$ cat src/rtl/vga_frame_reader.sv
// VGA frame reader: free-running 640x480 timing at half the system clock, linear
// video-memory address generation and a one-tick registered output stage.
module vga_frame_reader #(
    parameter int H_VIS  = 640,
    parameter int H_FP   = 16,
    parameter int H_SYNC = 96,
    parameter int H_BP   = 48,
    parameter int V_VIS  = 480,
    parameter int V_FP   = 10,
    parameter int V_SYNC = 2,
    parameter int V_BP   = 33
) (
    input  logic        Clock,
    input  logic        Reset,
    output logic [18:0] oReadAddress,
    input  logic [2:0]  iPixelData,
    output logic        oRed,
    output logic        oGreen,
    output logic        oBlue,
    output logic        oHsync,
    output logic        oVsync,
    output logic        oFrameStart
);

    localparam int H_TOTAL = H_VIS + H_FP + H_SYNC + H_BP;
    localparam int V_TOTAL = V_VIS + V_FP + V_SYNC + V_BP;

    localparam logic [9:0] H_LAST  = 10'(H_TOTAL - 1);
    localparam logic [9:0] V_LAST  = 10'(V_TOTAL - 1);
    localparam logic [9:0] H_VIS_C = 10'(H_VIS);
    localparam logic [9:0] V_VIS_C = 10'(V_VIS);
    localparam logic [9:0] HS_BEG  = 10'(H_VIS + H_FP);
    localparam logic [9:0] HS_END  = 10'(H_VIS + H_FP + H_SYNC - 1);
    localparam logic [9:0] VS_BEG  = 10'(V_VIS + V_FP);
    localparam logic [9:0] VS_END  = 10'(V_VIS + V_FP + V_SYNC - 1);

    function automatic logic in_window(input logic [9:0] val,
                                       input logic [9:0] lo,
                                       input logic [9:0] hi);
        return (val >= lo) && (val <= hi);
    endfunction

    logic        r_phase;
    logic [9:0]  r_hcount_p0;
    logic [9:0]  r_vcount_p0;
    logic [18:0] r_addr_p0;

    logic [2:0]  r_rgb_p1;
    logic        r_hsync_p1;
    logic        r_vsync_p1;
    logic        r_frame_start_p1;

    logic        w_vld_p0;
    logic        w_hwrap;
    logic        w_vwrap;
    logic [9:0]  w_hnext;
    logic [9:0]  w_vnext;
    logic        w_vis_p0;
    logic        w_vis_next;
    logic        w_hsync_act;
    logic        w_vsync_act;
    logic        w_origin;

    always_comb begin
        w_vld_p0    = r_phase;
        w_hwrap     = (r_hcount_p0 == H_LAST);
        w_vwrap     = (r_vcount_p0 == V_LAST);
        w_hnext     = w_hwrap ? 10'd0 : r_hcount_p0 + 10'd1;
        w_vnext     = r_vcount_p0;
        if (w_hwrap) begin
            w_vnext = w_vwrap ? 10'd0 : r_vcount_p0 + 10'd1;
        end
        w_vis_p0    = (r_hcount_p0 < H_VIS_C) && (r_vcount_p0 < V_VIS_C);
        w_vis_next  = (w_hnext < H_VIS_C) && (w_vnext < V_VIS_C);
        w_hsync_act = in_window(r_hcount_p0, HS_BEG, HS_END);
        w_vsync_act = in_window(r_vcount_p0, VS_BEG, VS_END);
        w_origin    = (r_hcount_p0 == 10'd0) && (r_vcount_p0 == 10'd0);
    end

    // Stage p0: pixel tick, raster counters and read address
    always_ff @(posedge Clock) begin
        if (Reset) begin
            r_phase     <= 1'b0;
            r_hcount_p0 <= '0;
            r_vcount_p0 <= '0;
            r_addr_p0   <= '0;
        end else begin
            r_phase <= ~r_phase;
            if (w_vld_p0) begin
                r_hcount_p0 <= w_hnext;
                r_vcount_p0 <= w_vnext;
                // The address steps as the raster enters each visible pixel, so across
                // blanking it parks on the last pixel shown and lines chain without a multiply.
                if (w_hwrap && w_vwrap) begin
                    r_addr_p0 <= '0;
                end else if (w_vis_next) begin
                    r_addr_p0 <= r_addr_p0 + 19'd1;
                end
            end
        end
    end

    // Stage p1: colour and sync registered together, one tick behind the counters
    always_ff @(posedge Clock) begin
        if (Reset) begin
            r_rgb_p1         <= 3'b000;
            r_hsync_p1       <= 1'b1;
            r_vsync_p1       <= 1'b1;
            r_frame_start_p1 <= 1'b0;
        end else begin
            r_frame_start_p1 <= w_vld_p0 && w_origin;
            if (w_vld_p0) begin
                r_rgb_p1   <= w_vis_p0 ? iPixelData : 3'b000;
                r_hsync_p1 <= ~w_hsync_act;
                r_vsync_p1 <= ~w_vsync_act;
            end
        end
    end

    assign oReadAddress = r_addr_p0;
    assign oRed         = r_rgb_p1[2];
    assign oGreen       = r_rgb_p1[1];
    assign oBlue        = r_rgb_p1[0];
    assign oHsync       = r_hsync_p1;
    assign oVsync       = r_vsync_p1;
    assign oFrameStart  = r_frame_start_p1;

endmodule
$ cat config.mk
export PLATFORM = sky130hd
export DESIGN_NAME = vga_frame_reader
export DESIGN_NICKNAME = d
export VERILOG_FILES = /design/src/rtl/vga_frame_reader.sv
export SDC_FILE = /design/constraint.sdc
export NUM_CORES = 1
export LEC_CHECK = 0
export CAP_MARGIN = 10
export CORE_MARGIN = 2
export CORE_UTILIZATION = 55
export CTS_CLUSTER_SIZE = 12
export DETAILED_ROUTE_END_ITERATION = 12
export PLACE_DENSITY = 0.79
export SKIP_CTS_REPAIR_TIMING = 1
export SLEW_MARGIN = 10
export SYNTH_ARGS = -nofsm -noshare
export SYNTH_HDL_FRONTEND = slang
export SYNTH_SLANG_ARGS = --single-unit
$ cat constraint.sdc
create_clock -name Clock -period 2.7 [get_ports Clock]
set_input_delay 0.81 -clock Clock [delete_from_list [all_inputs] [get_ports Clock]]
set_output_delay 0.81 -clock Clock [all_outputs]
set_load 0.03 [all_outputs]
After elaboration in Yosys (flattened, before gate mapping)
Index checks and enable logic that the tools add are counted.
{ "word_totals": {"register_bits": 46, "input_bits": 5, "out_inout_bits": 25, "word_cells": 41} }
{ "op_classes": {"add_sub_neg": 3, "n_lt_le_gt_ge": 8, "eq_ne": 2, "muxes": 6, "bitwise_logic": 3, "n_reduce_logical": 11} }
{ "ops": {"columns": ["operator", "n"], "rows": [
  ["19-bit two-way mux", 2],
  ["10-bit two-way mux", 3],
  ["10-bit by 1-bit adder with 10-bit output, second input constant", 2],
  ["10-bit equality test, second input constant", 2],
  ["10-bit zero test", 2],
  ["10-bit < comparator, second input constant", 2],
  ["10-bit by 9-bit < comparator with 1-bit output, second input constant", 2],
  ["19-bit by 1-bit adder with 19-bit output, second input constant", 1],
  ["10-bit >= comparator, second input constant", 1],
  ["10-bit by 9-bit >= comparator with 1-bit output, second input constant", 1],
  ["10-bit <= comparator, second input constant", 1],
  ["10-bit by 9-bit <= comparator with 1-bit output, second input constant", 1],
  ["1-bit logical AND", 7],
  ["3-bit two-way mux", 1],
  ["1-bit inverter", 3],
  ["2-bit AND reduction", 1],
  ["2-bit nonzero test", 1]
]} }

Logic depth before layout (Yosys ltp)
Gate-level depths: netlist (run 1).
{ "depth": {"ltp_word": 7, "mapped_depth": 10, "depth_no_buf": 8} }

Worst setup path after synthesis (run 1)
Ideal clock, no wire load.
{ "synth_timing": {"path_type": "register to register", "startpoint": "reg r_hcount_p0[0]", "endpoint": "reg r_addr_p0[15] (netlist: oReadAddress[15])", "setup_time_ns": 0.071, "t_arrival_ns": 2.178, "required_ns": 2.629, "setup_slack_ns": 0.451, "path_stages_with_launch": 10, "n_path_buf": 2, "period_less_slack_ns": 2.249, "path_cell_list": "dfxtp_1 ha_1 nand4_2 nand4bb_1 buf_2 o31ai_4 nand3_2 buf_6 or4_1 a21oi_1"} }
{ "synth_between": {"elab_chain_len": 6, "elab_cells_between_ends": 11, "classes_between": "add/sub (1); order compare (2); eq/ne (1); mux (3); reduce/logical (4)"} }
{ "synth_lines": {"columns": ["element", "line_no", "rtl"], "rows": [
  ["start: declaration", "44", "logic [9:0] r_hcount_p0;"],
  ["start signal: assignment", "90", "r_hcount_p0 <= w_hnext;"],
  ["10-bit by 1-bit adder with 10-bit output / 10-bit equality test (equally long branches)", "68, 66", null],
  ["10-bit two-way mux, on equally long branches", "68, 70", null],
  ["10-bit < comparator / 10-bit by 9-bit < comparator with 1-bit output (equally long branches)", "74", "w_vis_next = (w_hnext < H_VIS_C) && (w_vnext < V_VIS_C);"],
  ["1-bit logical AND", "74", null],
  ["2-bit nonzero test (no line)", null, null],
  ["2-bit AND reduction (no line)", null, null],
  ["end signal: assignment", "97", "r_addr_p0 <= r_addr_p0 + 19'd1;"],
  ["end: declaration", "46", "logic [18:0] r_addr_p0;"]
]} }
Several ways; a longest one is shown, not always the timed one.
A chain may end at the register's enable or synchronous reset.

Final worst setup path (run 1)
{ "layout_timing": {"startpoint": "reg r_hcount_p0[0]", "endpoint": "reg r_addr_p0[2] (netlist: oReadAddress[2])"} }
Same word-level chain as after synthesis.

==> results of run 1 <==
## worst max-delay path by stage
stage | depth (start not counted) | slack, ns | from | endpoint
finish | 9 | 0.22 | r_hcount_p0[0]$_SDFFE_PP0P_ | oReadAddress[2]$_SDFFE_PP0P_
global route | 8 | 0.03 | r_hcount_p0[0]$_SDFFE_PP0P_ | oReadAddress[10]$_SDFFE_PP0P_
CTS | 9 | 0.03 | r_hcount_p0[0]$_SDFFE_PP0P_ | oReadAddress[2]$_SDFFE_PP0P_
detailed placement | 9 | 0.04 | r_hcount_p0[0]$_SDFFE_PP0P_ | oReadAddress[2]$_SDFFE_PP0P_
global placement | 9 | 0.15 | r_hcount_p0[0]$_SDFFE_PP0P_ | oReadAddress[2]$_SDFFE_PP0P_
floorplan | 9 | 0.45 | r_hcount_p0[0]$_SDFFE_PP0P_ | oReadAddress[15]$_SDFFE_PP0P_
## flip-flops by register name, indices dropped and copies added, names as in the netlist
signal and flops:
oVsync 1, oReadAddress 19, oHsync 1, r_phase 1
r_hcount_p0 10, r_rgb_p1 3, oFrameStart 1, r_vcount_p0 10
## per-stage QoR
stage	cell area, um^2	util (%)	total power (uW)	instances
finish	3037	69.26	1293	391
global route	3037	69.26	1342	391
CTS	3012	68.69	1302	391
detailed placement	2902	66.18	820.7	383
global placement	2902	66.18	818.8	383
floorplan	2515	-	779.9	306
## cell usage after synthesis, drive strengths merged (2+ instances only)
cell / number
or3: 4
or2: 11
nor2b: 2
nand3: 14
nand2: 36
a22o: 3
clkbuf: 9
mux2i: 9
xnor2: 5
a21oi: 17
and2: 2
xor2: 7
nor4: 8
o21ai: 7
dfxtp: 46
or4: 9
nor2: 21
o31ai: 9
buf: 11
o221ai: 2
o41ai: 3
nand4: 18
nand4b: 2
a31oi: 2
ha: 5
inv: 7
nor3: 13
nor3b: 2
and3: 7
o211ai: 4
## cell type report
type,instances,area (um^2),share of cell area (%)
Sequential cell,46,920.9,30.33
Timing Repair Buffer,45,422.9,13.93
Inverter,8,30.03,0.9889
Multi-Input combinational cell,232,1488,48.99
Clock buffer,8,110.1,3.626
Tap cell,52,65.06,2.143
## worst register-to-register path, stage by stage, from the launching register on
cell	delay, ns
dfxtp_1	0.35
ha_1	0.22
nand4_2	0.13
nand4bb_1	0.28
buf_12	0.21
nand4_1	0.16
o2111ai_4	0.28
buf_4	0.25
or4_1	0.39
a21oi_1	0.14
## power by group through the flow
stage               Combinational (uW)  Clock [uW]  Sequential (uW)
global route                       123         524              696
finish                             112         487              694
CTS                                111         496              694
detailed placement                 110           0              710
floorplan                         58.5           0              721
global placement                   109           0              709
## cell families (layout without fill, tap and decap cells)
kind of cell | after synthesis | after routing | synth area share (%)
AOI/OAI and AO/OA | 54 | 54 | 15.12
xor gates and xnor gates | 12 | 12 | 4.179
adders and majority gates | 5 | 5 | 2.488
buffers and inverters | 28 | 61 | 5.423
DFF | 46 | 46 | 36.62
muxes | 9 | 9 | 3.582
and+or+nand+nor | 152 | 152 | 32.59
## routing by layer
| metal | part of all wire [%] | global-route usage, % |
|---|---|---|
| met5 | 0 | 0 |
| met4 | 1.3 | 6.709 |
| met3 | 6.0 | 4.501 |
| met2 | 47 | 40.33 |
| met1 | 45 | 34.42 |
==> metrics.txt, run 1 <==
status=completed; setup TNS=0 ns; slowest CP cell=or4_1; vias per inst=between 6 and 7; Worst R2R Path Depth=9; Slew Limit Fails=0; hold_sp=r_rgb_p1[2]$_SDFFE_PP0P_; post-synthesis register bit count=46; HPWL after detailed placement=4333 um; min Tclk post-route=approximately 2.5 ns; TritonCTS Buffers=5; Hold EP=r_rgb_p1[2]$_SDFFE_PP0P_; internal power=992.6 uW; initial antenna violation count=0; drt pass-1 iters=4; Core Box Area=4384 um^2; Critical R2R Capture=oReadAddress[2]$_SDFFE_PP0P_; setup ws final=roughly 0.22 ns; H-tree Lvls=2; clk_lat worst skew=0.30 ns; cells along the critical path=ha_1 > nand4_2 > nand4bb_1 > buf_12 > nand4_1 > o2111ai_4 > buf_4 > or4_1 > a21oi_1; r2r setup slk=0.22 ns; max_cap viols=0; WP buf/inv=2; number of port buffers=29; Worst Hold Class=flip-flop to flip-flop; TritonCTS clock tree=done; worst setup path category=flip-flop to flip-flop; Switching Fraction=23.23%; sequential fraction of the synthesis area=between 30% and 40%; Hold Slack=~0.49 ns; most frequent cells in the layout=46 x dfxtp_1, 35 x nand2_1, 29 x clkdlybuf4s50_1; Peak Freq=403.8 MHz; endpoints failing setup=0; CTS clk-pin slew, worst paths=approximately 0.09 ns; Vias=2389; most common cell after layout, fill and taps aside=dfxtp_1; combinational share of power=between 8 and 9%; Crit path max-delay family=simple AND/OR/NAND/NOR gates; Net Switching=300.3 uW; first-pass GRT wire length=10290 um; ys async rst share=0%; largest net degree at the start of global routing=22; synth warn=0; DRC viols=0; Tightest Pin Transition=0.5847 ns; Wirelength per Cell=15.26 um; Die Height=between 70 and 80 um; Crit path arrival time=2.72 ns; nets@finish=about 350; die area=5129 um^2; Total GRT Usage=24.94%; post-route ant nets=0; period utilization=91.71%; synthesized instance count=306; Hold Path Stages=1; dpl ws=around 0.045 ns; Crit path largest cell delay=between 0.3 and 0.4 ns; Post-Synthesis Cell Area=approximately 2500 um^2; vias in the first global route=2168; Layout fillers=between 300 and 400; power per cell area=425.8 nW/um^2; critical path launch point type=flip-flop; CP required=2.94 ns; number of cell rows=24; Unique masters post-synth=48; Layout Skew=0.006787 ns; synth top area cells=dfxtp_1 37%, nand2_1 5.4%, nand4_1 4.2%; top cell type's share of synthesized area=between 30% and 40%; # IOs=30; layout cells sized above 1=~13%; Synth area leader=dfxtp_1; DRT iter0 DRCs=205; clock share of power=between 30 and 40%; Initial Util=a little under three fifths; Post-synth EDFFs=0; part of the power in registers=53.7%; Final Hold Viols=0; Post-synth top flop=dfxtp_1; clock buffer depth=2; syn_area_per_cell=approximately 8 um^2; Slew HR=approximately three fifths; Total Routed Length=5968 um; Crit. End Element=flip-flop; Net Count, Synth=316; IR drop worst, VDD=331.7 uV; Die Span X=71.62 um; clk sinks=46; GRT Residual Overflow=0; Leakage=0.001029 uW; worst-path maximum fanout=17; area grow syn2layout=20.75%; RSZ-0062 raised after global routing=no; final RePlAce weighted congestion=0.9372; # diodes=0; Worst R2R Start=r_hcount_p0[0]$_SDFFE_PP0P_; root buffer cell=clkbuf_8
(Power assumes the default switching activity.)
==> inputs of run 2 (changes only) <==
--- a/config.mk
+++ b/config.mk
@@ -8,6 +8,7 @@
 export CAP_MARGIN = 10
 export CORE_MARGIN = 2
 export CORE_UTILIZATION = 55
+export CTS_CLUSTER_DIAMETER = 80
 export CTS_CLUSTER_SIZE = 12
 export DETAILED_ROUTE_END_ITERATION = 12
 export PLACE_DENSITY = 0.79
==> results of run 2 <==
No change in the layout: final DEF, timing and power equal those of run 1.
